<file path="src/rtl/uart_tx_fifo_if.sv">
`default_nettype none
// ============================================================================
// Module   : uart_tx_fifo_if
// Brief    : Word handshake between the command translator and uart_tx_fifo.
// Revision : 1.0
// ============================================================================
interface uart_tx_fifo_if #(
    parameter int BITS_N = 8
);
    logic [BITS_N-1:0] data_tx;
    logic              valid;
    logic              tx_ready;

    modport master (
        output data_tx,
        output valid,
        input  tx_ready
    );

    modport slave (
        input  data_tx,
        input  valid,
        output tx_ready
    );
endinterface
`default_nettype wire

</file>
<file path="src/rtl/uart_tx_fifo.sv">
`default_nettype none
// ============================================================================
// Module   : uart_tx_fifo
// Brief    : UART transmitter fed from a circular FIFO, back-to-back frames.
// Revision : 1.0
// ============================================================================
module uart_tx_fifo #(
    parameter int CLKS_PER_BIT = 434,
    parameter int BITS_N       = 8,
    parameter int PARITY       = 0,
    parameter int STOP_BITS    = 1,
    parameter int FIFO_DEPTH   = 16
) (
    input  wire                           clk,
    input  wire                           reset,
    uart_tx_fifo_if.slave                 tx_if,
    output logic                          uart_tx,
    output logic                          busy,
    output logic [$clog2(FIFO_DEPTH):0]   fifo_count
);

    localparam int c_ptr_w  = $clog2(FIFO_DEPTH);
    localparam int c_cnt_w  = c_ptr_w + 1;
    localparam int c_baud_w = $clog2(CLKS_PER_BIT) + 1;
    localparam int c_bit_w  = $clog2(BITS_N);

    localparam logic [c_baud_w-1:0] c_baud_last = c_baud_w'(CLKS_PER_BIT - 1);
    localparam logic [c_baud_w-1:0] c_baud_one  = c_baud_w'(1);
    localparam logic [c_bit_w-1:0]  c_data_last = c_bit_w'(BITS_N - 1);
    localparam logic [c_bit_w-1:0]  c_stop_last = c_bit_w'(STOP_BITS - 1);
    localparam logic [c_bit_w-1:0]  c_bit_one   = c_bit_w'(1);
    localparam logic [c_ptr_w-1:0]  c_ptr_one   = c_ptr_w'(1);
    localparam logic [c_cnt_w-1:0]  c_cnt_one   = c_cnt_w'(1);
    localparam logic [c_cnt_w-1:0]  c_full      = c_cnt_w'(FIFO_DEPTH);

    typedef enum logic [2:0] {
        S_IDLE   = 3'd0,
        S_START  = 3'd1,
        S_DATA   = 3'd2,
        S_PARITY = 3'd3,
        S_STOP   = 3'd4
    } state_t;

    logic [BITS_N-1:0]   r_mem [FIFO_DEPTH];
    logic [c_ptr_w-1:0]  r_wr_ptr;
    logic [c_ptr_w-1:0]  r_rd_ptr;
    logic [c_cnt_w-1:0]  r_count;

    state_t              r_state;
    state_t              w_state_n;
    logic [c_baud_w-1:0] r_baud;
    logic [c_baud_w-1:0] w_baud_n;
    logic [c_bit_w-1:0]  r_bit;
    logic [c_bit_w-1:0]  w_bit_n;
    logic [BITS_N-1:0]   r_data;
    logic [BITS_N-1:0]   w_data_n;
    logic                r_tx;
    logic                w_tx_n;

    logic                w_ready;
    logic                w_push;
    logic                w_pop;
    logic                w_bit_end;
    logic                w_par;

    // No look-ahead: a pop in the same cycle never opens the FIFO early.
    assign w_ready        = !reset && (r_count != c_full);
    assign tx_if.tx_ready = w_ready;
    assign w_push         = tx_if.valid && w_ready;
    assign w_bit_end      = (r_baud == c_baud_last);
    assign w_par          = (PARITY == 2) ? ^r_data : ~^r_data;

    assign uart_tx    = r_tx;
    assign fifo_count = r_count;
    assign busy       = (r_state != S_IDLE) || (r_count != '0);

    always_ff @(posedge clk) begin
        if (w_push) begin
            r_mem[r_wr_ptr] <= tx_if.data_tx;
        end
    end

    always_ff @(posedge clk) begin
        if (reset) begin
            r_wr_ptr <= '0;
            r_rd_ptr <= '0;
            r_count  <= '0;
        end else begin
            if (w_push) begin
                r_wr_ptr <= r_wr_ptr + c_ptr_one;
            end
            if (w_pop) begin
                r_rd_ptr <= r_rd_ptr + c_ptr_one;
            end
            case ({w_push, w_pop})
                2'b10:   r_count <= r_count + c_cnt_one;
                2'b01:   r_count <= r_count - c_cnt_one;
                default: r_count <= r_count;
            endcase
        end
    end

    always_ff @(posedge clk) begin
        if (reset) begin
            r_state <= S_IDLE;
            r_baud  <= '0;
            r_bit   <= '0;
            r_data  <= '0;
            r_tx    <= 1'b1;
        end else begin
            r_state <= w_state_n;
            r_baud  <= w_baud_n;
            r_bit   <= w_bit_n;
            r_data  <= w_data_n;
            r_tx    <= w_tx_n;
        end
    end

    always_comb begin
        w_state_n = r_state;
        w_bit_n   = r_bit;
        w_data_n  = r_data;
        w_pop     = 1'b0;
        w_baud_n  = w_bit_end ? '0 : (r_baud + c_baud_one);
        w_tx_n    = 1'b1;

        case (r_state)
            S_IDLE: begin
                w_baud_n = '0;
                if (r_count != '0) begin
                    w_pop     = 1'b1;
                    w_data_n  = r_mem[r_rd_ptr];
                    w_bit_n   = '0;
                    w_state_n = S_START;
                end
            end
            S_START: begin
                if (w_bit_end) begin
                    w_state_n = S_DATA;
                end
            end
            S_DATA: begin
                if (w_bit_end) begin
                    if (r_bit == c_data_last) begin
                        w_bit_n   = '0;
                        w_state_n = (PARITY != 0) ? S_PARITY : S_STOP;
                    end else begin
                        w_bit_n = r_bit + c_bit_one;
                    end
                end
            end
            S_PARITY: begin
                if (w_bit_end) begin
                    w_bit_n   = '0;
                    w_state_n = S_STOP;
                end
            end
            S_STOP: begin
                // r_bit counts stop bits here; the next word chains straight into START.
                if (w_bit_end) begin
                    if (r_bit == c_stop_last) begin
                        w_bit_n = '0;
                        if (r_count != '0) begin
                            w_pop     = 1'b1;
                            w_data_n  = r_mem[r_rd_ptr];
                            w_state_n = S_START;
                        end else begin
                            w_state_n = S_IDLE;
                        end
                    end else begin
                        w_bit_n = r_bit + c_bit_one;
                    end
                end
            end
            default: begin
                w_state_n = S_IDLE;
                w_baud_n  = '0;
            end
        endcase

        // The line register follows the state being entered so levels align with bit windows.
        case (w_state_n)
            S_START:  w_tx_n = 1'b0;
            S_DATA:   w_tx_n = w_data_n[w_bit_n];
            S_PARITY: w_tx_n = w_par;
            default:  w_tx_n = 1'b1;
        endcase
    end

endmodule
`default_nettype wire

</file>
<file path="src/flat_wrapper.sv">
// flat-port wrapper written by rule: the top's interface ports become plain ports
module uart_tx_fifo_flat 
#(
    parameter int CLKS_PER_BIT = 434,
    parameter int BITS_N       = 8,
    parameter int PARITY       = 0,
    parameter int STOP_BITS    = 1,
    parameter int FIFO_DEPTH   = 16
)
  (clk, reset, uart_tx, busy, fifo_count, tx_if_data_tx, tx_if_valid, tx_if_tx_ready);
  uart_tx_fifo_if #(.BITS_N(BITS_N)) tx_if_i ();
  input  wire clk;
  input  wire reset;
  output logic uart_tx;
  output logic busy;
  output logic [$clog2(FIFO_DEPTH):0] fifo_count;
  input wire logic [$bits(tx_if_i.data_tx)-1:0] tx_if_data_tx;
  input wire logic [$bits(tx_if_i.valid)-1:0] tx_if_valid;
  output wire logic [$bits(tx_if_i.tx_ready)-1:0] tx_if_tx_ready;
  assign tx_if_i.data_tx = tx_if_data_tx;
  assign tx_if_i.valid = tx_if_valid;
  assign tx_if_tx_ready = tx_if_i.tx_ready;
  uart_tx_fifo #(.CLKS_PER_BIT(CLKS_PER_BIT), .BITS_N(BITS_N), .PARITY(PARITY), .STOP_BITS(STOP_BITS), .FIFO_DEPTH(FIFO_DEPTH)) u_core (.clk(clk), .reset(reset), .tx_if(tx_if_i), .uart_tx(uart_tx), .busy(busy), .fifo_count(fifo_count));
endmodule
</file>
<file path="config.mk">
export PLATFORM = sky130hd
export DESIGN_NAME = uart_tx_fifo_flat
export DESIGN_NICKNAME = d
export VERILOG_FILES = /design/src/rtl/uart_tx_fifo_if.sv /design/src/rtl/uart_tx_fifo.sv /design/src/flat_wrapper.sv
export SDC_FILE = /design/constraint.sdc
export NUM_CORES = 1
export LEC_CHECK = 0
export ABC_AREA = 1
export CORE_MARGIN = 2
export CORE_UTILIZATION = 40
export DETAILED_ROUTE_END_ITERATION = 7
export GPL_TIMING_DRIVEN = 1
export PLACE_DENSITY = 0.56
export SLEW_MARGIN = 20
export SYNTH_ARGS = -nofsm -noshare
export SYNTH_HDL_FRONTEND = slang
export SYNTH_SLANG_ARGS = --single-unit
</file>
<file path="constraint.sdc">
create_clock -name clk -period 5.9 [get_ports clk]
set_input_delay 0.885 -clock clk [delete_from_list [all_inputs] [get_ports clk]]
set_output_delay 0.885 -clock clk [all_outputs]
set_load 0.02 [all_outputs]
</file>
==> impl_metrics.yaml, run 1 <==
synth:
  synth_edf_count: 128
  ys_ff_latch: 170
  synthAdderAreaFrac_pct: 2.59
  synth_simple_gate_area_share_pct: 22.4
  yosysWarningCount: 0
  mappedNetlistNets: 797
  synth-compound-area-share_pct: 5.81
  post_synth_inst_count: 771
  synthMuxAreaShare_pct: 0
  synthFlopType: "sky130_fd_sc_hd__edfxtp_1"
  synth_top_cell_by_area: "sky130_fd_sc_hd__edfxtp_1"
  synth.area.top_cells: "sky130_fd_sc_hd__edfxtp_1, sky130_fd_sc_hd__dfxtp_1, sky130_fd_sc_hd__nand2_1"
  synth_common_cells: "sky130_fd_sc_hd__nand2_1, sky130_fd_sc_hd__edfxtp_1, sky130_fd_sc_hd__nor2_1, sky130_fd_sc_hd__nand3_1, sky130_fd_sc_hd__inv_1"
  post-synth-top-area-fraction_pct: 51.0
  async_flop_share_pct: 0
  synth.distinct_cells: 35
  yosys.area_share.xor_xnor_pct: 1.39
  postSynthAreaPerCell_um2: 9.78
  post_synth_instance_area_mm2: 0.00754
  synth_most_common_cell: "sky130_fd_sc_hd__nand2_1"
  seq_area_frac_synth_pct: 62.1
  dominant_combinational_cell_family_by_area_after_synthesis: "simple AND/OR/NAND/NOR gates"
sta:
  finalCriticalPeriod_ns: 3.40
  setup_tns_ns: 0
  max_slew.worst_pin.slew_ns: 0.971
  achievable-frequency_mhz: 294
  setup_repair_after_global_routing_missed_its_margin: "no"
  worst_slew_margin_rel_pct: 35.3
  setup-violations-final: 0
  post-route-period-util_pct: 57.6
  final.setup_skew_ns: 0.00889
  final_max_slew_viol_count: 0
  final-hold-violation-count: 0
floorplanning:
  ioPinCount: 19
  die-height_um: 141
  coreArea_mm2: 0.0186
  initial_core_util_pct: 40.6
  floorplan.rows: 50
  floorplan.die.width_um: 141
  die_area_mm2: 0.0200
clocking:
  clkSlewWorstSetupHoldPaths_ns: 0.06
  max-clock-path-buffers: 2
  cts_repair_resize_count: 0
  postCtsSetupRepairBufs: 0
  cts_num_sinks: 170
  clock_tree.htree_level_count: 4
  ctsRootBufferMaster: "sky130_fd_sc_hd__clkbuf_16"
  clk-insertion-delay-late_ns: 0.42
  tritoncts: "done"
  cts_inserted_buffers: 17
  hold_buffers: 0
setup_path:
  arrival_ns: 2.51
  crit_chain: "clkdlybuf4s50_1, buf_4, inv_1, nand2_1, inv_1, clkdlybuf4s50_1"
  worst_setup_path_end_kind: "primary output"
  setup.worst_path.start_class: "input pin"
  worstPathBufferInverterCount: 5
  critical-path-top-delay-family: "buffers and inverters"
  worst_ep_required_time_ns: 5.02
  cpMaxStageDelayCell: "sky130_fd_sc_hd__clkdlybuf4s50_1"
  cpPeakStageDelay_ns: 0.61
  criticalPathCategory: "in2out"
  timing.critical_path.fanout_max: 21
pwr:
  power.density_cell_area_mw_per_mm2: 438
  p_leak_nw: 3.25
  peakVddDrop_uv: 285
  power.total_mw: 3.72
detailed_routing:
  ant_nets: 0
  number_of_search_and_repair_iterations_in_the_first_detailed_routing_pass: 5
  vias: 5258
  routed_length_per_instance_um: 16.8
  postRouteWirelength_mm: 17.3
  drcViolationCount: 0
  vias_per_cell: 5.11
  first_iter_violations: 511
worst_hold_path:
  holdCritPathClass: "reg2reg"
grt:
  globalRouteTotalUtil_pct: 18.1
  grt_remaining_overflow: 0
  grt_antenna_before_repair: 0
  grt_first_pass_wirelength_mm: 27.4
  number_of_global_route_vias_before_repair: 5190
  grt_max_degree: 71
place:
  io_buffer_count: 18
  place_inst: 997
  final_weighted_congestion_of_routability_driven_global_placement: 0.841
  place_hpwl_mm: 11.3
  total_cell_area_at_the_placement_stage_mm2: 0.00788
finish:
  final.fill_count: 1711
  diodes_inserted: 0
  stdcell_area_mm2: 0.00851
  instances_no_fill: 1029
  drive_gt1_share_pct: 7.42
  layout-area-overhead-vs-synth_pct: 12.9
  fin_nets: 808
flow_run:
  max_cap_violations: 0
status:
  run_status: "completed"
[sequential cells by signal, summed over array words and instances (netlist names), named ones only]
signal             cells
u_core.fifo_count      5
u_core.r_baud         10
u_core.r_bit           3
u_core.r_data          8
u_core.r_mem         128
u_core.r_rd_ptr        4
u_core.r_state         3
u_core.r_wr_ptr        4
u_core.uart_tx         1
[where the power goes]
part,leakage (nW),internal [mW],switching [mW]
sequential,1.50,1.35,0.0535
combinational,1.44,0.370,0.756
clock,0.309,0.721,0.469
total,3.25,2.44,1.28
[worst paths after layout]
path                                  startpoint               end  slack (ns)  cells past startpoint
worst max-delay path                       reset    tx_if_tx_ready        2.50                      6
worst min-delay path            u_core.r_baud[0]  u_core.r_baud[0]        0.47                      1
worst max register to register         flip-flop    u_core.uart_tx        3.00                     12
worst min register to register  u_core.r_baud[0]  u_core.r_baud[0]        0.47                      1
[kinds of logic after synthesis]
| kind of cell | count (synthesis) |
|---|---|
| flops | 170 |
| xor+xnor | 12 |
| compound gates | 81 |
| buf+inv | 101 |
| simple gates | 392 |
| fa+ha+maj | 15 |
[layout make-up]
class	count	area (um^2)	area share, %
tap	234	293	3.44
sequential	170	4690	55.1
clock buffer	18	429	5.04
clock inverter	14	205	2.41
inverter	72	270	3.18
multi-input combinational	500	2420	28.5
timing repair buffer	21	203	2.38
[per-layer routing]
metal | GRT usage, % | vias to the layer above | part of all wire, %
met5 | 0 | - | 0
met4 | 5.89 | 0 | 1.6
met3 | 3.61 | 20 | 4.2
met2 | 30.3 | 136 | 49
met1 | 23.7 | 2508 | 45
li1 | - | 2594 | -
[stage by stage]
| step | utilization (%) | setup WS [ns] | hold WS (ns) |
|---|---|---|---|
| finish | 45.8 | 2.50 | 0.468 |
| global route | 45.8 | 2.39 | 0.507 |
| CTS | 45.8 | 2.50 | 0.477 |
| detailed placement | 42.4 | 2.26 | 0.463 |
| global placement | 42.4 | 2.37 | 0.445 |
| floorplan | - | 3.15 | 0.433 |
[placed cells by master, fill, tap and decap left out, types with 2 or more instances in the layout]
| cell type | synthesis | layout |
|---|---|---|
| sky130_fd_sc_hd__inv_8 | 0 | 3 |
| sky130_fd_sc_hd__bufinv_16 | 0 | 4 |
| sky130_fd_sc_hd__nand2_2 | 9 | 9 |
| sky130_fd_sc_hd__clkbuf_16 | 0 | 17 |
| sky130_fd_sc_hd__nand2_1 | 153 | 153 |
| sky130_fd_sc_hd__dfxtp_1 | 42 | 41 |
| sky130_fd_sc_hd__inv_2 | 8 | 8 |
| sky130_fd_sc_hd__nor2_2 | 2 | 2 |
| sky130_fd_sc_hd__inv_6 | 0 | 4 |
| sky130_fd_sc_hd__clkdlybuf4s50_1 | 0 | 18 |
| sky130_fd_sc_hd__o211ai_1 | 6 | 6 |
| sky130_fd_sc_hd__ha_1 | 14 | 14 |
| sky130_fd_sc_hd__nand3_1 | 86 | 86 |
| sky130_fd_sc_hd__nor3_1 | 3 | 3 |
| sky130_fd_sc_hd__a21oi_1 | 16 | 16 |
| sky130_fd_sc_hd__buf_4 | 0 | 3 |
| sky130_fd_sc_hd__inv_1 | 64 | 64 |
| sky130_fd_sc_hd__o21ai_0 | 45 | 45 |
| sky130_fd_sc_hd__nand2_4 | 2 | 2 |
| sky130_fd_sc_hd__edfxtp_1 | 128 | 128 |
| sky130_fd_sc_hd__nor2_1 | 128 | 128 |
| sky130_fd_sc_hd__xnor2_1 | 8 | 8 |
| sky130_fd_sc_hd__xor2_1 | 4 | 4 |
| sky130_fd_sc_hd__nor3b_1 | 3 | 3 |
| sky130_fd_sc_hd__o21ai_1 | 8 | 8 |
No activity file was read; power rests on OpenSTA's default activity.
==> run 2, diff against run 1 <==
--- a/config.mk
+++ b/config.mk
@@ -10,7 +10,7 @@
 export CORE_UTILIZATION = 40
 export DETAILED_ROUTE_END_ITERATION = 7
 export GPL_TIMING_DRIVEN = 1
-export PLACE_DENSITY = 0.56
+export PLACE_DENSITY = 0.58
 export SLEW_MARGIN = 20
 export SYNTH_ARGS = -nofsm -noshare
 export SYNTH_HDL_FRONTEND = slang
==> constraint.sdc (replaced) <==
create_clock -name clk -period 3.07 [get_ports clk]
set_input_delay 0.4605 -clock clk [delete_from_list [all_inputs] [get_ports clk]]
set_output_delay 0.4605 -clock clk [all_outputs]
set_load 0.02 [all_outputs]
==> run 2 against run 1 <==
  * First-iteration DRC count shrank 32%
  * Largest cell class unchanged
  * Sequential power grew 91%
  * Final cell count grew 2.0%
  * Critical path type is now reg2reg
==> impl_metrics.yaml, run 2 (synthesized netlist as in run 1, its figures left out) <==
grt:
  grt_first_pass_wirelength_mm: 26.7
  grt_antenna_before_repair: 0
  globalRouteTotalUtil_pct: 17.5
  grt_max_degree: 70
  grt_remaining_overflow: 0
  number_of_global_route_vias_before_repair: 4939
clocking:
  cts_num_sinks: 170
  clk-insertion-delay-late_ns: 0.43
  ctsRootBufferMaster: "sky130_fd_sc_hd__clkbuf_16"
  cts_repair_resize_count: 0
  clock_tree.htree_level_count: 4
  clkSlewWorstSetupHoldPaths_ns: 0.06
  postCtsSetupRepairBufs: 0
  tritoncts: "done"
  hold_buffers: 0
  cts_inserted_buffers: 17
  max-clock-path-buffers: 2
finish:
  stdcell_area_mm2: 0.00859
  layout-area-overhead-vs-synth_pct: 14.0
  largest_reg_flops: 128
  diodes_inserted: 0
  fin_nets: 830
  most-common-layout-cells: "sky130_fd_sc_hd__nand2_1, sky130_fd_sc_hd__nor2_1, sky130_fd_sc_hd__edfxtp_1"
  final.fill_count: 1709
  drive_gt1_share_pct: 9.93
  largestRegisters: "u_core.r_mem x128, u_core.r_baud x10, u_core.r_data x8"
  mostFrequentLayoutCell: "sky130_fd_sc_hd__nand2_1"
  largest_register: "u_core.r_mem"
setup_path:
  crit_chain: "ha_1, nand2_1, nor2_8, nand3_2, nand2_2, ha_1, inv_1, fa_1, inv_1, a31oi_1, inv_1, o21ai_0, a21oi_1, o21ai_0, a21oi_1"
  setup.worst_path.start_class: "flip-flop"
  critical-path-top-delay-family: "adder cells"
  timing.critical_path.fanout_max: 10
  arrival_ns: 2.90
  worst_setup_path_end_kind: "flip-flop"
  worstPathBufferInverterCount: 3
  worst_ep_required_time_ns: 3.43
  cpPeakStageDelay_ns: 0.41
  cpMaxStageDelayCell: "sky130_fd_sc_hd__fa_1"
  cpMostUsedCell: "sky130_fd_sc_hd__inv_1"
  criticalPathCategory: "reg2reg"
floorplanning:
  die_area_mm2: 0.0200
  floorplan.rows: 50
  ioPinCount: 19
  floorplan.die.width_um: 141
  coreArea_mm2: 0.0186
  die-height_um: 141
  initial_core_util_pct: 40.6
place:
  final_weighted_congestion_of_routability_driven_global_placement: 0.810
  place_hpwl_mm: 10.2
  io_buffer_count: 18
  total_cell_area_at_the_placement_stage_mm2: 0.00805
sta:
  setup_tns_ns: 0
  setup_repair_after_global_routing_missed_its_margin: "no"
  final-hold-violation-count: 0
  achievable-frequency_mhz: 393
  setup-violations-final: 0
  max_slew.worst_pin.slew_ns: 0.780
  final_max_slew_viol_count: 0
  post-route-period-util_pct: 82.8
  worst_slew_margin_rel_pct: 48.0
  finalCriticalPeriod_ns: 2.54
  hold_ws_ns: 0.461
  final.setup_skew_ns: 0.00928
pwr:
  power.density_cell_area_mw_per_mm2: 796
  internal-power_mw: 4.41
  p_clk_share_pct: 29.2
  power.combinational.fraction_pct: 31.4
  power_switching_share_pct: 35.6
  switching_power_mw: 2.43
  fraction_of_power_consumed_by_sequential_logic_pct: 39.4
  power.total_mw: 6.84
  peakVddDrop_uv: 425
  p_leak_nw: 3.32
worst_hold_path:
  holdCritPathClass: "reg2reg"
detailed_routing:
  vias: 5161
  first_iter_violations: 348
  ant_nets: 0
  vias_per_cell: 4.92
  drcViolationCount: 0
  number_of_search_and_repair_iterations_in_the_first_detailed_routing_pass: 5
  routed_length_per_instance_um: 15.6
  postRouteWirelength_mm: 16.4
flow_run:
  max_cap_violations: 0
status:
  run_status: "completed"
[run 2: final cells by class]
class	count	area [um^2]	share of cell area (%)
inverters	72	270	3.15
repair buffers	43	380	4.43
clock inverters	13	110	1.28
multi-input cells	500	2420	28.2
well taps	234	293	3.41
clock buffers	18	429	4.99
flip-flops and latches	170	4690	54.5
[run 2: per-layer routing]
layer	GRT usage, %	share of wire (%)	up-vias
li1	-	-	2632
met4	5.53	1.3	0
met2	29.1	49	99
met1	23.3	46	2415
met3	3.54	4.2	15
met5	0	0	-
[run 2: through the flow]
stage                     setup slack, ns  std cells  utilization (%)
after global placement              0.472       1019             43.3
after global routing                0.277       1050             46.2
after detailed placement            0.419       1019             43.3
after CTS                           0.533       1050             46.2
final                               0.528       1050             46.2
after floorplan                     0.645        771                -
[run 2: power groups by stage]
| stage | Sequential (mW) | Clock, mW | Combinational, mW |
|---|---|---|---|
| 5_1_grt | 2.71 | 2.13 | 2.45 |
| 3_3_place_gp | 2.74 | 0 | 2.16 |
| 4_1_cts | 2.69 | 2.04 | 2.18 |
| 3_5_place_dp | 2.74 | 0 | 2.17 |
| 2_1_floorplan | 2.76 | 0 | 1.61 |
| 6_report | 2.69 | 2.00 | 2.15 |
[run 2: worst paths after layout]
| check | start | end | slack (ns) | depth (start not counted) |
|---|---|---|---|---|
| min reg2reg | u_core.r_rd_ptr[3] | u_core.r_rd_ptr[3] | 0.46 | 2 |
| max reg2reg | u_core.r_baud[0] | u_core.fifo_count[4] | 0.53 | 15 |
| min | u_core.r_rd_ptr[3] | u_core.r_rd_ptr[3] | 0.46 | 2 |
| max | u_core.r_baud[0] | u_core.fifo_count[4] | 0.53 | 15 |
[run 2: worst min-delay path: stages, from the launching register on]
cell and delay, ns:
sky130_fd_sc_hd__dfxtp_1 0.30, sky130_fd_sc_hd__inv_1 0.05, sky130_fd_sc_hd__a21oi_1 0.07
